===== config.mk =====
export PLATFORM = sky130hd
export DESIGN_NAME = pc_gen
export DESIGN_NICKNAME = d
export VERILOG_FILES = /design/src/rtl/pc_gen.sv
export SDC_FILE = /design/constraint.sdc
export NUM_CORES = 1
export LEC_CHECK = 0
export BUFFER_PORTS_ARGS = -buffer_cell sky130_fd_sc_hd__buf_4
export CORE_MARGIN = 4
export CORE_UTILIZATION = 45
export DETAILED_ROUTE_END_ITERATION = 10
export PLACE_DENSITY = 0.85
export SYNTH_ARGS = -nofsm -noshare
export SYNTH_HDL_FRONTEND = slang
export SYNTH_SLANG_ARGS = --single-unit

===== constraint.sdc =====
create_clock -name clk -period 3 [get_ports clk]
set_input_delay 0.15 -clock clk [delete_from_list [all_inputs] [get_ports clk]]
set_output_delay 0.15 -clock clk [all_outputs]
set_load 0.05 [all_outputs]

===== src/rtl/pc_gen.sv =====
// Fetch-stage program counter: sequential / PC-relative / JALR target select,
// fetch handshake toward instruction memory, and a sticky misaligned-target halt.
module pc_gen #(
  parameter int                    DATA_WIDTH   = 32,
  parameter logic [DATA_WIDTH-1:0] RESET_VECTOR = '0,
  parameter int                    STEP         = 4
) (
  input  logic                  clk,
  input  logic                  rst,
  input  logic                  Redirect,
  input  logic [1:0]            PCSrc,
  input  logic [DATA_WIDTH-1:0] BranchPC,
  input  logic [DATA_WIDTH-1:0] ImmExt,
  input  logic [DATA_WIDTH-1:0] ALUResult,
  input  logic                  Stall,
  input  logic                  FetchReady,
  output logic                  FetchValid,
  output logic [DATA_WIDTH-1:0] PCOut,
  output logic [DATA_WIDTH-1:0] PCPlusStep,
  output logic                  MisalignErr,
  output logic [DATA_WIDTH-1:0] FaultPC
);

  // state | meaning
  // BOOT  | first cycle after reset, no fetch issued
  // RUN   | fetching, PC advances on handshake or redirect
  // HALT  | misaligned target seen, frozen until reset
  localparam logic [1:0] BOOT = 2'd0;
  localparam logic [1:0] RUN  = 2'd1;
  localparam logic [1:0] HALT = 2'd2;

  localparam logic [DATA_WIDTH-1:0] STEP_V   = DATA_WIDTH'(STEP);
  localparam logic [DATA_WIDTH-1:0] BIT0_CLR = {{(DATA_WIDTH-1){1'b1}}, 1'b0};

  logic [1:0]            state_q, state_d;
  logic [DATA_WIDTH-1:0] pc_q, pc_d;
  logic [DATA_WIDTH-1:0] fault_pc_q, fault_pc_d;
  logic                  err_q, err_d;
  logic                  fetch_valid_q, fetch_valid_d;
  logic [DATA_WIDTH-1:0] pc_plus_step;
  logic [DATA_WIDTH-1:0] target;

  assign pc_plus_step = pc_q + STEP_V;

  always_comb begin
    target = pc_plus_step;
    case (PCSrc)
      2'b01:   target = BranchPC + ImmExt;
      2'b10:   target = ALUResult & BIT0_CLR;
      default: target = pc_plus_step;
    endcase
  end

  always_comb begin
    state_d    = state_q;
    pc_d       = pc_q;
    fault_pc_d = fault_pc_q;
    err_d      = err_q;
    case (state_q)
      BOOT: state_d = RUN;
      RUN: begin
        if (Redirect) begin
          if (target[1:0] != 2'b00) begin
            fault_pc_d = target;
            err_d      = 1'b1;
            state_d    = HALT;
          end else begin
            pc_d = target;
          end
        end else if (!Stall && fetch_valid_q && FetchReady) begin
          pc_d = pc_plus_step;
        end
      end
      HALT: state_d = HALT;
      default: state_d = BOOT;
    endcase
    fetch_valid_d = (state_d == RUN);
  end

  always_ff @(posedge clk) begin
    if (!rst) begin
      state_q       <= BOOT;
      pc_q          <= RESET_VECTOR;
      fault_pc_q    <= '0;
      err_q         <= 1'b0;
      fetch_valid_q <= 1'b0;
    end else begin
      state_q       <= state_d;
      pc_q          <= pc_d;
      fault_pc_q    <= fault_pc_d;
      err_q         <= err_d;
      fetch_valid_q <= fetch_valid_d;
    end
  end

  assign FetchValid  = fetch_valid_q;
  assign PCOut       = pc_q;
  assign PCPlusStep  = pc_plus_step;
  assign MisalignErr = err_q;
  assign FaultPC     = fault_pc_q;

endmodule


==> results.yml <==
synthesis:
  synthCells: 820
  synthDominantCellAreaShare_pct: 22.8
  synth_cell_type_count: 79
  synth_enable_flop_cells: 0
  synthTopCellsByArea: "dfxtp_1 23%, a21oi_1 7.3%, ha_1 7.1%"
  synth_warnings: 0
  synth_most_common_cell: "nand2_1"
  synth_common_cells: "109 x nand2_1, 87 x a21oi_1, 72 x nor2_1"
  synth_largest_area_cell: "dfxtp_1"
  ys_seq_area_share_pct: 22.8
  synth_flop_cell: "dfxtp_1"
  synth_seq_cells: 68
  synthesis.nets: 958
  avgSynthCellArea_sq_um: 7.27
  synthArstFlopShare_pct: 0
  syn_area_sq_um: 5960
timing:
  final_max_slew_viol_count: 0
  rsz0062_at_grt: "no"
  setup_viol: 0
  worst_slew_pin_slew_ps: 714
  clock_skew_ps: 6.11
  fin_setup_tns_ps: 0
  max_freq_mhz: 359
  slew_headroom_pct: 51.2
  finalCritPeriodShare_pct: 92.9
  period_needed_ps: 2790
  holdWs_ps: 132
  finalHoldViolCount: 0
  fin_ws_ps: 213
cts:
  cts_setup_buffers: 0
  cts_resized: 0
  htree_num_levels: 3
  numClockSinks: 68
  clkSlewWorstSetupHoldPaths_ps: 50
  hold_buffers: 0
  numCtsBuffers: 9
  clockBufferDepth: 2
  insertion_delay_ps: 340
  cts-root-buf: "clkbuf_16"
  cts_tree: "yes"
cells_and_area:
  syn2layout_area_growth_pct: 33.6
  antenna-diode-count: 0
  nets: 1134
  layout-drive-gt1-share_pct: 26.8
  layout.area.seq_sq_um: 1360
  multi_input_area_sq_um: 4320
  final_util_pct: 62.3
  layout.cells.non_filler: 1173
  fill_cells: 1147
  final_area_sq_um: 7960
route:
  vias_per_cell: 6.02
  vias: 7064
  drtPass1Iterations: 6
  drt_wl_total_mm: 21.5
  avgRoutedWirePerCell_um: 18.4
  ant_nets: 0
  drc: 0
  drt_iter0_markers: 776
grt:
  grt_usage_pct: 27.3
  grt_overflow: 0
  grt_pass1_vias: 6371
  grt_max_degree: 45
  grt_pass1_wl_mm: 32.8
  antenna_found_initial: 0
critical_path:
  slowest_delay_ps: 490
  crit_type: "flop to primary output"
  critPathMaxFanout: 8
  crit_chain: "and4_1, nand3_4, or3_4, or3_4, xnor2_4, buf_4"
  cp_slowest_cell: "dfxtp_1"
  crit_arrival_ps: 2640
  cp_num_cells: 6
  cp_top_family: "simple AND/OR/NAND/NOR gates"
  r2r_cells: 7
  cp-end-kind: "primary output"
  required_ps: 2850
  crit_buf_inv: 1
  crit_top_cell: "or3_4"
  start_kind: "flop"
placed_design:
  port_buffers: 199
  dp_hpwl_mm: 16.4
  dpl.cell_count: 1157
  gp_congestion: 0.917
  placed_cell_area_sq_um: 7670
  dpl_worst_slack_ps: 183
floorplanning:
  initial_core_util_pct: 46.7
  rows: 41
  coreArea_sq_um: 12800
  die_y_um: 123
  die_area_sq_um: 15200
  die_x_um: 123
  ios: 201
min_path:
  hold_path_class: "input pin to flop"
  whs_path_depth: 3
power_and_ir_drop:
  irDropWorstVdd_uv: 242
  total_power_mw: 3.39
  power_density_nw_per_um2: 426
  leakagePower_nw: 3.49
flow_run:
  maxCapViolCount: 0
run_status:
  status: "complete, no violations"
## cells by family after synthesis
kind of cell | synth area share, %
AND/OR/NAND/NOR | 25.4
multiplexers | 0.839
flip-flops | 22.8
AO/OA/AOI/OAI | 31.9
adder cells (fa/ha/maj) | 7.47
XOR/XNOR | 6.00
buffers and inverters | 5.48
## cell type report
cell class / count / share of cell area [%]
flip-flops and latches: 68 / 17.1
repair buffers: 219 / 20.8
well taps: 172 / 2.70
inverters: 30 / 1.41
clock inverters: 1 / 0.377
clock buffers: 15 / 3.36
multi-input cells: 668 / 54.2
## final timing paths
kind | from | end | slack [ps]
hold / removal | ALUResult[21] | PCOut[21] | 130
setup / recovery | PCOut[5] | PCPlusStep[27] | 210
hold reg to reg | FaultPC[10] | FaultPC[10] | 460
setup reg to reg | PCOut[5] | PCOut[27] | 540
## layout by cell type (no fill, tap or decap), types with 5 or more instances in the layout
cell       count
mux2i_1        5
o21ai_0       45
buf_4        218
ha_1          34
nand3_1       39
a221oi_1       8
a21oi_1       87
nand2b_1       7
or2_2          5
a211oi_1       5
nand2_1      109
nand4_1       10
dfxtp_1       68
xor2_1        15
a21o_1        12
o31ai_1       12
nor3_1        22
o21a_1        11
and3_1        13
a32oi_1        5
a31oi_1       14
inv_1         30
xnor2_1       20
o211ai_1       7
clkbuf_16      9
or3_1          7
nor2_1        70
## worst min-delay path, cell delays in order
cell	delay, ps
buf_4	110
nand3_1	80
a31oi_1	80
## flip-flops by register name, summed over array words and instances (netlist names)
name,count
FaultPC,32
state_q,2
MisalignErr,1
PCOut,32
FetchValid,1
## report_power, final
part | switching, mW | internal [mW] | total, mW | leakage, nW
combinational | 0.839 | 0.470 | 1.31 | 2.79
clock | 0.384 | 0.690 | 1.07 | 0.144
sequential | 0.0561 | 0.950 | 1.01 | 0.552
## per-layer routing
layer	GRT usage (%)	wire, um	share of wire, %
met1	36.5	8690	40
met4	9.69	763	3.5
met5	0	0	0
met3	4.67	2150	10
met2	44.4	9950	46
No activity file was read; power rests on OpenSTA's default activity.
